$ cat src/rtl/clk_div_ctrl_if.sv
// clk_div_ctrl_if: divide-ratio update handshake between config block and divider
interface clk_div_ctrl_if #(parameter int DIV_W = 8) ();
  logic             cfg_valid;
  logic [DIV_W-1:0] cfg_div;
  logic             cfg_ready;
  logic             cfg_err;
  modport master (output cfg_valid, cfg_div, input cfg_ready, cfg_err);
  modport slave (input cfg_valid, cfg_div, output cfg_ready, cfg_err);
endinterface

$ cat src/rtl/clk_div_ctrl.sv
// clk_div_ctrl: glitch-free integer clock divider with boundary-synchronised ratio updates
module clk_div_ctrl #(
  parameter int DIV_W       = 8,
  parameter int DEFAULT_DIV = 3
) (
  input  logic             clk_in,
  input  logic             reset,
  input  logic             en,
  clk_div_ctrl_if.slave    cfg,
  output logic             clk_out,
  output logic             tick,
  output logic [DIV_W-1:0] phase,
  output logic             running
);
  typedef enum logic [1:0] {IDLE, RUN, RUN_PEND} state_t;
  state_t           state, state_n;
  logic [DIV_W-1:0] cur_div, cur_div_n, pend_div, pend_div_n, count, count_n;
  logic [DIV_W:0]   half;
  logic             pending, pending_n, clk_n, tick_n, err_q, accept, illegal, wrap;
  assign cfg.cfg_ready = state != RUN_PEND;
  assign cfg.cfg_err   = err_q;
  assign running       = state != IDLE;
  assign phase         = count;
  // next state, ratio bookkeeping and the registered clk_out/tick for the coming cycle
  always_comb begin
    accept     = cfg.cfg_valid && cfg.cfg_ready && cfg.cfg_div >= DIV_W'(2);
    illegal    = cfg.cfg_valid && cfg.cfg_ready && cfg.cfg_div < DIV_W'(2);
    wrap       = count == cur_div - DIV_W'(1);
    state_n    = state;
    cur_div_n  = cur_div;
    pend_div_n = pend_div;
    pending_n  = pending;
    count_n    = DIV_W'(0);
    if (state == IDLE) begin
      cur_div_n = accept ? cfg.cfg_div : cur_div;
      state_n   = en ? RUN : IDLE;
    end else if (wrap) begin
      cur_div_n = pending ? pend_div : accept ? cfg.cfg_div : cur_div;
      pending_n = 1'b0;
      state_n   = en ? RUN : IDLE;
    end else begin
      count_n    = count + DIV_W'(1);
      pend_div_n = accept ? cfg.cfg_div : pend_div;
      pending_n  = pending || accept;
      state_n    = accept ? RUN_PEND : state;
    end
    half   = ({1'b0, cur_div_n} + (DIV_W+1)'(1)) >> 1;
    clk_n  = state_n != IDLE && {1'b0, count_n} < half;
    tick_n = state_n != IDLE && count_n == cur_div_n - DIV_W'(1);
  end
  // state and output registers, reset wins over everything
  always_ff @(posedge clk_in) begin
    if (reset) begin
      state    <= IDLE;
      cur_div  <= DIV_W'(DEFAULT_DIV);
      pend_div <= '0;
      pending  <= 1'b0;
      count    <= '0;
      clk_out  <= 1'b0;
      tick     <= 1'b0;
      err_q    <= 1'b0;
    end else begin
      state    <= state_n;
      cur_div  <= cur_div_n;
      pend_div <= pend_div_n;
      pending  <= pending_n;
      count    <= count_n;
      clk_out  <= clk_n;
      tick     <= tick_n;
      err_q    <= illegal;
    end
  end
endmodule

$ cat src/flat_wrapper.sv
// flat-port wrapper written by rule: the top's interface ports become plain ports
module clk_div_ctrl_flat 
#(
  parameter int DIV_W       = 8,
  parameter int DEFAULT_DIV = 3
)
  (clk_in, reset, en, clk_out, tick, phase, running, cfg_cfg_valid, cfg_cfg_div, cfg_cfg_ready, cfg_cfg_err);
  clk_div_ctrl_if #(.DIV_W(DIV_W)) cfg_i ();
  input  logic clk_in;
  input  logic reset;
  input  logic en;
  output logic clk_out;
  output logic tick;
  output logic [DIV_W-1:0] phase;
  output logic running;
  input wire logic [$bits(cfg_i.cfg_valid)-1:0] cfg_cfg_valid;
  input wire logic [$bits(cfg_i.cfg_div)-1:0] cfg_cfg_div;
  output wire logic [$bits(cfg_i.cfg_ready)-1:0] cfg_cfg_ready;
  output wire logic [$bits(cfg_i.cfg_err)-1:0] cfg_cfg_err;
  assign cfg_i.cfg_valid = cfg_cfg_valid;
  assign cfg_i.cfg_div = cfg_cfg_div;
  assign cfg_cfg_ready = cfg_i.cfg_ready;
  assign cfg_cfg_err = cfg_i.cfg_err;
  clk_div_ctrl #(.DIV_W(DIV_W), .DEFAULT_DIV(DEFAULT_DIV)) u_core (.clk_in(clk_in), .reset(reset), .en(en), .cfg(cfg_i), .clk_out(clk_out), .tick(tick), .phase(phase), .running(running));
endmodule
$ cat config.mk
export PLATFORM = sky130hd
export DESIGN_NAME = clk_div_ctrl_flat
export DESIGN_NICKNAME = d
export VERILOG_FILES = /design/src/rtl/clk_div_ctrl_if.sv /design/src/rtl/clk_div_ctrl.sv /design/src/flat_wrapper.sv
export SDC_FILE = /design/constraint.sdc
export NUM_CORES = 1
export LEC_CHECK = 0
export ABC_AREA = 0
export BUFFER_PORTS_ARGS = -buffer_cell sky130_fd_sc_hd__buf_2
export CORE_MARGIN = 4
export CORE_UTILIZATION = 53
export DETAILED_ROUTE_END_ITERATION = 8
export PLACE_DENSITY = 0.76
export SLEW_MARGIN = 20
export SYNTH_ARGS = -nofsm -noshare
export SYNTH_HDL_FRONTEND = slang
export SYNTH_SLANG_ARGS = --single-unit
$ cat constraint.sdc
create_clock -name clk_in -period 4.2 [get_ports clk_in]
set_input_delay 0.42 -clock clk_in [delete_from_list [all_inputs] [get_ports clk_in]]
set_output_delay 0.42 -clock clk_in [all_outputs]
set_load 0.03 [all_outputs]
==> results.md, run 1 <==
* Setup Viol. Count Final at 0
* Pre-Repair DR Iteration Count at 5
* Area of the multi-input gates at 1740 um2
* Worst-Margin Slew at 603 ps
* GRT Total Usage at 0.251
* First-pass GRT wire length at 10600 um
* Hold EP: u_core.pend_div[6]$_SDFFE_PP0P_
* Hold Path Class: in2reg
* Die area at 5410 um2
* WP data arrival at 4270 ps
* Fill count at 313
* CTS tree: built
* Post-Route WL at 6890 um
* CTS sink count at 30
* Status: completed
* Hold-fix buffers, CTS at 0
* Io pins at 25
* H-tree Lvls at 2
* Synth area leader: dfxtp_1
* Starting DRC count in detailed routing at 238
* Cell with the most instances after synthesis: dfxtp_1
* Relative slew margins at 0.597
* Netlist Area Pre-Place at 2280 um2
* Top layer used by detailed routing: met4
* Syn Nets at 308
* Post-Place Setup Slack at -92.0 ps
* Latest clock arrival within the worst-skew pair at 280 ps
* RR Endpoint: u_core.clk_out$_SDFF_PP0_
* Max Cap Viol at 0
* Routed metal-1 wire length at 3050 um
* Detail Route Antenna Nets at 0
* Nets at 352
* Placer Congestion at 0.945
* Worst Setup End Kind: flip-flop
* Total grt overflow at 0
* Classification of the worst setup path: reg2reg
* Final setup margin at 120 ps
* Total Power at 1.18 mW
* Remaining DRCs at 0
* Worst R2R Start: u_core.cur_div[1]$_SDFF_PP1_
* Initial antenna violation count at 0
* Mean post-synth cell area at 7.97 um2
* CP required at 4390 ps
* Register Area at 604 um2
* Ys Warns at 0
* Met3 wire length at 404 um
* Critical path launch point type: flip-flop
* Synthesized flop and latch total at 30
* PD cells at 409 nW/um2
* Worst Min Path Start: cfg_cfg_div[6]
* R2r setup slk at 120 ps
* Die width at 73.6 um
* Final setup TNS at 0 ps
* Ys async rst share at 0
* Hold depth at 3
* Initial Util at 0.558
* WL/cell at 18.1 um
* Met2 WL at 3210 um
* Die Y at 73.6 um
* Critical Path Fanout Max at 8
* Layout Cells excl Fill at 381
* Largest cells by area after synthesis: dfxtp_1 26%, ha_1 5.5%, nor2_1 4.6%, xnor2_1 4.6%, xor2_1 4.6%
* Synth top cells by count: 30 x dfxtp_1, 28 x nor2_1, 18 x a21oi_1, 18 x nand2_1, 16 x o21ai_0
* # rows at 23
* Antenna diode count at 0
* Largest net degree at the start of global routing at 30
* CTS root buffer: clkbuf_8
* Final Util at 0.707
* Port-buffer cells at 24
* Ys flop type: dfxtp_1
* R2R depth at 16
* Vias at 2398
* Worst IR Drop VDD at 251 uV
* Post-synth EDFFs at 0
* Clock skew at 3.95 ps
* Max Clk Rate at 245 MHz
* Share of the synthesized area in the top cell type at 0.264
* Slew Viols, Final at 0
* Post-route clock period utilization at 0.971
* Mapped Cells at 286
* CTS buffer count at 5
* Core area at 4090 um2
* Clock period minus worst slack at 4080 ps
* Yosys cell types at 62
* DP HPWL at 4700 um
* Clock slew at reported path FFs at 70 ps
* Sequential area share after synthesis at 0.264
* Dpl cells at 364
* Via density per instance at 6.29
* Share of cells above drive strength 1 at 0.296
* Clk buf depth at 2
* Layout area overhead at 26.8%
* Final Hold Viols at 0
* Vias in the first global route at 2199
* Leak pwr at 1.17 nW
## how the worst max path moves through the flow
stage / from / slack [ps] / cells after the start / to
after CTS: u_core.cur_div[1]$_SDFF_PP1_ / 3 / 17 / u_core.clk_out$_SDFF_PP0_
after floorplan: u_core.cur_div[0]$_SDFF_PP1_ / 10 / 18 / u_core.clk_out$_SDFF_PP0_
after detailed placement: u_core.cur_div[1]$_SDFF_PP1_ / -90 / 15 / u_core.clk_out$_SDFF_PP0_
final: u_core.cur_div[1]$_SDFF_PP1_ / 120 / 16 / u_core.clk_out$_SDFF_PP0_
after global routing: u_core.cur_div[2]$_SDFF_PP0_ / -40 / 16 / u_core.clk_out$_SDFF_PP0_
after global placement: u_core.cur_div[1]$_SDFF_PP1_ / 70 / 14 / u_core.clk_out$_SDFF_PP0_
## timing repair
action | 4_1_cts | 5_1_grt
resized for setup | 8 | 23
pin swaps | 8 | 10
hold endpoints to repair | 0 | 0
buffers inserted | 5 | 4
setup endpoints to repair | 1 | 2
## cells in the final DEF, fill, tap and decap left out, types with 4 or more instances in the layout
master and count:
nor2_1 27, dfxtp_1 27, buf_2 24, buf_4 24, nand2_1 17, a21oi_1 16
o21ai_0 15, nand3_1 14, nor3_1 13, xor2_1 12, xnor2_1 11, ha_1 8
and2_1 7, a21o_1 5, mux2i_1 5, clkbuf_8 5, nor2b_1 4, and3_1 4
buf_6 4
## flip-flops by register name, indices dropped and copies added, names as in the netlist
| signal | cells |
|---|---|
| u_core.tick | 1 |
| u_core.pend_div | 8 |
| u_core.clk_out | 1 |
| u_core.phase | 8 |
| u_core.state | 2 |
| u_core.cur_div | 8 |
| u_core.cfg.cfg_err | 1 |
| u_core.pending | 1 |
## through the flow
step / instance area, um2 / hold WS, ps
after floorplan: 2320 / 449
after global placement: 2560 / 469
after detailed placement: 2560 / 469
after CTS: 2750 / 388
after global routing: 2890 / 392
final: 2890 / 395
## critical path: stages, from the launching register on
cell and delay [ps]:
dfxtp_2 350, or4_4 530, or4_4 530, and3_4 190
nor4_4 280, buf_6 170, nand3_4 160, a21oi_4 250
buf_6 120, nand2_1 90, nor3_4 240, nand2b_1 140
ha_1 220, a21o_1 160, a21oi_1 160, nor2_1 80
a2111oi_4 300
## final cells by class
class / count / area share
timing repair buffer: 52 / 0.120
clock inverter: 3 / 0.0156
clock buffer: 5 / 0.0238
inverter: 5 / 0.00650
tap: 50 / 0.0217
multi-input combinational: 236 / 0.604
sequential: 30 / 0.209
## per-layer routing
layer | vias to the layer above | global-route usage
met3 | 19 | 0.0479
met5 | - | 0
met4 | 0 | 0.0946
met2 | 100 | 0.398
li1 | 1137 | -
met1 | 1142 | 0.335
## logic make-up after synthesis
family / synth area share
XOR/XNOR: 0.0923
AO/OA/AOI/OAI: 0.226
multiplexers: 0.0264
buffers and inverters: 0.0401
AND/OR/NAND/NOR: 0.297
flip-flops: 0.264
adder cells (fa/ha/maj): 0.0549
## where the power goes
group	total, mW	internal, mW	switching (mW)
Clock	0.297	0.176	0.120
Sequential	0.337	0.309	0.0285
Combinational	0.547	0.243	0.304
Total	1.18	0.728	0.453
No activity file was read; power rests on OpenSTA's default activity.
==> run 2, diff against run 1 <==
--- a/config.mk
+++ b/config.mk
@@ -6,6 +6,7 @@
 export NUM_CORES = 1
 export LEC_CHECK = 0
 export ABC_AREA = 0
+export ABC_CLOCK_PERIOD_IN_PS = 4200
 export BUFFER_PORTS_ARGS = -buffer_cell sky130_fd_sc_hd__buf_2
 export CORE_MARGIN = 4
 export CORE_UTILIZATION = 53
==> constraint.sdc (replaced) <==
create_clock -name clk_in -period 4.2 [get_ports clk_in]
set_input_delay 0.42 -clock clk_in [delete_from_list [all_inputs] [get_ports clk_in]]
set_output_delay 0.42 -clock clk_in [all_outputs]
set_load 0.1 [all_outputs]
==> run 2 against run 1 <==
Critical path depth down 2; non-clock buffer count up 5; largest power group unchanged; clock-buffer cell count up 2.
==> results.md, run 2 (synthesis gave the netlist of run 1 again) <==
* Nets at 357 (was 352)
* PD cells at 399 nW/um2 (was 409 nW/um2)
* Critical path launch point type: flip-flop (unchanged)
* Clock period minus worst slack at 4090 ps (was 4080 ps)
* R2R depth at 14 (was 16)
* Die Y at 73.6 um (unchanged)
* Starting DRC count in detailed routing at 184 (was 238)
* DP HPWL at 4610 um (was 4700 um)
* Worst R2R Start: u_core.cur_div[1]$_SDFF_PP1_ (unchanged)
* Detail Route Antenna Nets at 0 (unchanged)
* Worst Setup End Kind: flip-flop (unchanged)
* Dpl cells at 365 (was 364)
* RR Endpoint: u_core.clk_out$_SDFF_PP0_ (unchanged)
* Die area at 5410 um2 (unchanged)
* Core area at 4090 um2 (unchanged)
* Via density per instance at 6.19 (was 6.29)
* Post-layout instance area at 2850 um2 (was 2890 um2)
* H-tree Lvls at 2 (unchanged)
* Share of cells above drive strength 1 at 0.310 (was 0.296)
* Antenna diode count at 0 (unchanged)
* Largest net degree at the start of global routing at 30 (unchanged)
* Slowest stage delay, CP at 530 ps (about the same)
* Io pins at 25 (unchanged)
* CTS sink count at 30 (unchanged)
* Initial Util at 0.558 (unchanged)
* Port-buffer cells at 24 (unchanged)
* Hold WS at 398 ps (was 395 ps)
* Classification of the worst setup path: reg2reg (unchanged)
* Met2 Usage GRT at 0.377 (was 0.398)
* Setup crit end: u_core.clk_out$_SDFF_PP0_ (unchanged)
* R2r setup slk at 110 ps (was 120 ps)
* Vias at 2391 (was 2398)
* Crit path cell chain: or4_4 > or4_4 > and3_4 > nor4_4 > nand3_2 > a21oi_2 > ha_2 > and3_4 > nand2_2 > xor2_1 > ha_1 > a21o_1 > a21o_1 > a2111oi_4 (was or4_4 > or4_4 > and3_4 > nor4_4 > buf_6 > nand3_4 > a21oi_4 > buf_6 > nand2_1 > nor3_4 > nand2b_1 > ha_1 > a21o_1 > a21oi_1 > nor2_1 > a2111oi_4)
* Slew Viols, Final at 0 (unchanged)
* Clk buf depth at 2 (unchanged)
* First-pass GRT wire length at 10200 um (was 10600 um)
* CTS buffer count at 5 (unchanged)
* Final Hold Viols at 0 (unchanged)
* Relative slew margins at 0.634 (was 0.597)
* CTS root buffer: clkbuf_8 (unchanged)
* Hold-fix buffers, CTS at 0 (unchanged)
* Commonest non-fill, non-tap cells in the layout: 32 x buf_4, 27 x nor2_1, 24 x buf_2, 23 x dfxtp_1, 17 x nand2_1 (was 27 x nor2_1, 27 x dfxtp_1, 24 x buf_2, 24 x buf_4, 17 x nand2_1)
* Max Clk Rate at 245 MHz (about the same)
* Max Cap Viol at 0 (unchanged)
* Initial antenna violation count at 0 (unchanged)
* CP required at 4380 ps (was 4390 ps)
* Critical path's slowest cell: or4_4 (unchanged)
* Critical Path Fanout Max at 5 (was 8)
* GR Util met1 at 0.340 (was 0.335)
* Largest delay share family, worst path: simple AND/OR/NAND/NOR gates (unchanged)
* CP bufs+invs at 0 (was 2)
* Worst IR Drop VDD at 188 uV (was 251 uV)
* Die width at 73.6 um (unchanged)
* Vias in the first global route at 2124 (was 2199)
* GRT Total Usage at 0.242 (was 0.251)
* Hold Path Class: in2reg (unchanged)
* WL/cell at 16.7 um (was 18.1 um)
* Total grt overflow at 0 (unchanged)
* Latest clock arrival within the worst-skew pair at 280 ps (about the same)
* CTS tree: built (unchanged)
* Layout area overhead at 25.2% (was 26.8%)
* Grt peak-use layer: met2 (unchanged)
* # rows at 23 (unchanged)
* Leak pwr at 1.18 nW (was 1.17 nW)
* CP Depth at 14 (was 16)
* CP startpoint: u_core.cur_div[1]$_SDFF_PP1_ (unchanged)
* Status: completed (unchanged)
* WP data arrival at 4270 ps (about the same)
* Placed Area at 2580 um2 (was 2560 um2)
* GR met3 Demand/Resource at 0.0465 (was 0.0479)
* Post-route clock period utilization at 0.973 (was 0.971)
* Post-Route WL at 6460 um (was 6890 um)
* Placer Congestion at 0.900 (was 0.945)
* Setup Viol. Count Final at 0 (unchanged)
* Remaining DRCs at 0 (unchanged)
* Worst-Margin Slew at 547 ps (was 603 ps)
* Total Power at 1.14 mW (was 1.18 mW)
* Pre-Repair DR Iteration Count at 5 (unchanged)
* Clock slew at reported path FFs at 70 ps (about the same)
* Clock skew at 6.58 ps (was 3.95 ps)
* Layout Cells excl Fill at 386 (was 381)
* Most common cell after layout, fill and taps aside: buf_4
run 2: cell count changes in the layout (fill, tap and decap cells not counted), moves of 2 or more:
cell        change
dfxtp_2         +3
buf_4           +8
dfxtp_1         -4
a21oi_2         +2
clkinvlp_4      -2
buf_6           -3
run 2: per-stage QoR:
step	setup TNS [ps]	utilization	worst slack, ps
after floorplan	0	-	10.6
after global placement	0	0.631	75.0
after detailed placement	-52.8	0.631	-52.8
after CTS	0	0.670	3.71
after global routing	-42.9	0.698	-42.9
final	0	0.698	112
run 2: worst reg2reg max path: stages (launching register included):
cell       delay (ps)
dfxtp_2           340
or4_4             510
or4_4             530
and3_4            200
nor4_4            420
nand3_2           220
a21oi_2           270
ha_2              230
and3_4            200
nand2_2            60
xor2_1            140
ha_1              280
a21o_1            160
a21o_1            180
a2111oi_4         270
run 2: how the worst min path moves through the flow:
stage | to | depth (start not counted) | startpoint | slack [ps]
2_1_floorplan | u_core.pend_div[2]$_SDFFE_PP0P_ | 2 | u_core.pend_div[2]$_SDFFE_PP0P_ | 450
3_3_place_gp | u_core.pend_div[5]$_SDFFE_PP0P_ | 2 | u_core.pend_div[5]$_SDFFE_PP0P_ | 460
3_5_place_dp | u_core.pend_div[2]$_SDFFE_PP0P_ | 2 | u_core.pend_div[2]$_SDFFE_PP0P_ | 470
4_1_cts | u_core.pend_div[3]$_SDFFE_PP0P_ | 3 | cfg_cfg_div[3] | 390
5_1_grt | u_core.pend_div[0]$_SDFFE_PP0P_ | 3 | cfg_cfg_div[0] | 400
6_report | u_core.cfg.cfg_err$_SDFF_PP0_ | 3 | cfg_cfg_valid | 400
run 2: final cells by class:
type / instances / area (um2)
multi-input cells: 236 / 1700
fillers: 327 / 1230
flip-flops and latches: 30 / 612
repair buffers: 57 / 372
clock buffers: 7 / 86.3
well taps: 50 / 62.6
inverters: 5 / 18.8
clock inverters: 1 / 5.00
run 2: routing by layer:
| metal | part of all wire | vias up |
|---|---|---|
| met2 | 0.47 | 112 |
| met3 | 0.079 | 17 |
| met1 | 0.43 | 1115 |
| li1 | - | 1147 |
| met4 | 0.021 | 0 |
| met5 | 0 | - |
run 2: repair_timing:
action,CTS,global route
gates resized for setup,9,13
endpoints found under the setup margin,1,2
setup buffers,5,8
pin swaps,6,10
run 2: report_power, final:
part | total, mW | switching [mW] | internal (mW)
combinational | 0.555 | 0.320 | 0.235
sequential | 0.338 | 0.0293 | 0.308
clock | 0.246 | 0.114 | 0.132
total | 1.14 | 0.463 | 0.676
==> run 3, diff against run 2 <==
--- a/config.mk
+++ b/config.mk
@@ -9,9 +9,11 @@
 export ABC_CLOCK_PERIOD_IN_PS = 4200
 export BUFFER_PORTS_ARGS = -buffer_cell sky130_fd_sc_hd__buf_2
 export CORE_MARGIN = 4
-export CORE_UTILIZATION = 53
+export CORE_UTILIZATION = 55
+export CTS_BUF_LIST = sky130_fd_sc_hd__clkbuf_8
 export DETAILED_ROUTE_END_ITERATION = 8
-export PLACE_DENSITY = 0.76
+export HOLD_SLACK_MARGIN = 0.06
+export PLACE_DENSITY = 0.79
 export SLEW_MARGIN = 20
 export SYNTH_ARGS = -nofsm -noshare
 export SYNTH_HDL_FRONTEND = slang
==> run 3 against run 2 <==
The flow now finishes with violations (design-rule violations, negative setup slack); register-to-register slack got worse by 120 ps; combinational power increased by 6.1%; sequential power decreased by 1%; sequential share of layout area decreased by 0.35 points; clock-buffer cell count decreased by 2; clock power decreased by 9.8%; largest power group unchanged.
==> results.md, run 3 (synthesis gave the netlist of run 1 again) <==
* Status: finished, violations left (was completed)
* Failing checks: design-rule violations, negative setup slack
* CTS tree: built (unchanged)
* Layout Cells excl Fill at 389 (was 386)
* # rows at 23 (unchanged)
* Antenna diode count at 0 (unchanged)
* CTS root buffer: clkbuf_8 (unchanged)
* Clock slew at reported path FFs at 70 ps (about the same)
* Relative slew margins at 0.616 (was 0.634)
* Pre-Repair DR Iteration Count at 8 (was 5)
* Critical path launch point type: flip-flop (unchanged)
* Critical path's slowest cell: o41ai_4 (was or4_4)
* First-pass GRT wire length at 10400 um (was 10200 um)
* Starting DRC count in detailed routing at 201 (was 184)
* CTS sink count at 30 (unchanged)
* Max Clk Rate at 238 MHz (was 245 MHz)
* WL/cell at 17.5 um (was 16.7 um)
* Dpl cells at 364 (was 365)
* Post-route clock period utilization at 1.00 (was 0.973)
* Classification of the worst setup path: reg2reg (unchanged)
* Largest delay share family, worst path: compound AO/OA/AOI/OAI gates (was simple AND/OR/NAND/NOR gates)
* PD cells at 393 nW/um2 (was 399 nW/um2)
* Commonest non-fill, non-tap cells in the layout: 34 x buf_4, 27 x nor2_1, 24 x buf_2, 23 x dfxtp_1 (was 32 x buf_4, 27 x nor2_1, 24 x buf_2, 23 x dfxtp_1, 17 x nand2_1)
* Final setup margin at -6.94 ps (was 112 ps)
* GRT Total Usage at 0.252 (was 0.242)
* Crit path cell chain: inv_2 > ha_4 > or3b_4 > or3_4 > a211o_4 > o41ai_4 > nand2_1 > a22oi_2 > a21oi_2 > ha_2 > and3_4 > nand2_2 > xor2_1 > ha_1 > a21o_1 > a21o_1 > a2111oi_4 (was or4_4 > or4_4 > and3_4 > nor4_4 > nand3_2 > a21oi_2 > ha_2 > and3_4 > nand2_2 > xor2_1 > ha_1 > a21o_1 > a21o_1 > a2111oi_4)
* Die Y at 72.4 um (was 73.6 um)
* Slowest stage delay, CP at 470 ps (was 530 ps)
* Latest clock arrival within the worst-skew pair at 290 ps (was 280 ps)
* Area of the multi-input gates at 1730 um2 (was 1700 um2)
* CTS buffer count at 5 (unchanged)
* Via density per instance at 6.34 (was 6.19)
* Die area at 5240 um2 (was 5410 um2)
* Remaining DRCs at 1 (was 0)
* Largest net degree at the start of global routing at 30 (unchanged)
* Total grt overflow at 0 (unchanged)
* Placer Congestion at 0.978 (was 0.900)
* Core area at 4000 um2 (was 4090 um2)
* Unrepaired setup endpoints after global routing: yes
* Leak pwr at 1.20 nW (was 1.18 nW)
* Worst-Margin Slew at 575 ps (was 547 ps)
* Nets at 360 (was 357)
* Slew Viols, Final at 0 (unchanged)
* Register Area at 614 um2 (was 612 um2)
* Initial antenna violation count at 0 (unchanged)
* Clock skew at 7.83 ps (was 6.58 ps)
* Detail Route Antenna Nets at 0 (unchanged)
* Crit path top cell by count: a21o_1
* Hold-fix buffers, CTS at 0 (unchanged)
* Clock period minus worst slack at 4210 ps (was 4090 ps)
* Die width at 72.4 um (was 73.6 um)
* Max Cap Viol at 0 (unchanged)
* Setup Viol. Count Final at 1 (was 0)
* Final Util at 0.728 (was 0.698)
* H-tree Lvls at 2 (unchanged)
* Initial Util at 0.570 (was 0.558)
* Worst IR Drop VDD at 183 uV (was 188 uV)
* CP bufs+invs at 1 (was 0)
* Total Power at 1.15 mW (was 1.14 mW)
* Worst Setup End Kind: flip-flop (unchanged)
* DP HPWL at 4710 um (was 4610 um)
* Final Hold Viols at 0 (unchanged)
* Hold Path Class: in2reg (unchanged)
* Critical Path Fanout Max at 5 (unchanged)
* Port-buffer cells at 24 (unchanged)
* CP required at 4380 ps (about the same)
* Vias at 2468 (was 2391)
* Post-Route WL at 6800 um (was 6460 um)
* R2r setup slk at -7 ps (was 110 ps)
* WP data arrival at 4390 ps (was 4270 ps)
* Most common cell after layout, fill and taps aside: buf_4 (unchanged)
* Final setup TNS at -6.94 ps (was 0 ps)
* Io pins at 25 (unchanged)
* Fill count at 298 (was 327)
* Vias in the first global route at 2245 (was 2124)
* Clk buf depth at 2 (unchanged)
* Layout area overhead at 27.7% (was 25.2%)
* Share of cells above drive strength 1 at 0.327 (was 0.310)
==> run 3: report_power, final <==
part | switching (mW) | internal (mW) | total, mW
Combinational | 0.340 | 0.248 | 0.589
Sequential | 0.0255 | 0.309 | 0.334
Clock | 0.110 | 0.112 | 0.222
Total | 0.476 | 0.669 | 1.15
==> run 3: worst paths after layout <==
path / end / cells after the start / start
worst max register to register: u_core.clk_out$_SDFF_PP0_ / 17 / u_core.cur_div[1]$_SDFF_PP1_
worst min-delay path: u_core.state[0]$_SDFF_PP0_ / 3 / en
worst max-delay path: u_core.clk_out$_SDFF_PP0_ / 17 / u_core.cur_div[1]$_SDFF_PP1_
worst min register to register: u_core.pend_div[2]$_SDFFE_PP0P_ / 2 / u_core.pend_div[2]$_SDFFE_PP0P_
==> run 3: routing by layer <==
metal	wire length (um)	GRT usage
met3	484	0.0319
met5	0	0
met2	3250	0.431
met1	2800	0.325
met4	266	0.0856
==> run 3: area by class of cell <==
class                      count  share of cell area
clock inverter                 3             0.00473
tap                           50              0.0215
timing repair buffer          60               0.140
clock buffer                   5              0.0236
inverter                       5             0.00645
multi-input combinational    236               0.593
sequential                    30               0.211
==> run 3: metrics by stage <==
step | setup slack [ps] | hold WS [ps] | cell area (um2)
after floorplan | 10.6 | 449 | 2330
after global routing | -132 | 409 | 2910
after CTS | 5.79 | 399 | 2730
after global placement | 38.1 | 457 | 2570
final | -6.94 | 401 | 2910
after detailed placement | -204 | 477 | 2570
==> run 3: timing repair <==
item,CTS,global route
setup endpoints to repair,1,2
gates resized for setup,7,22
setup buffers,6,11
pin swaps,4,16
==> run 3: worst min-delay path, delay by kind of cell <==
kind / cells / cell delay, ps
buffers and inverters: 1 / 100
and+or+nand+nor: 1 / 70
AOI/OAI and AO/OA: 1 / 50
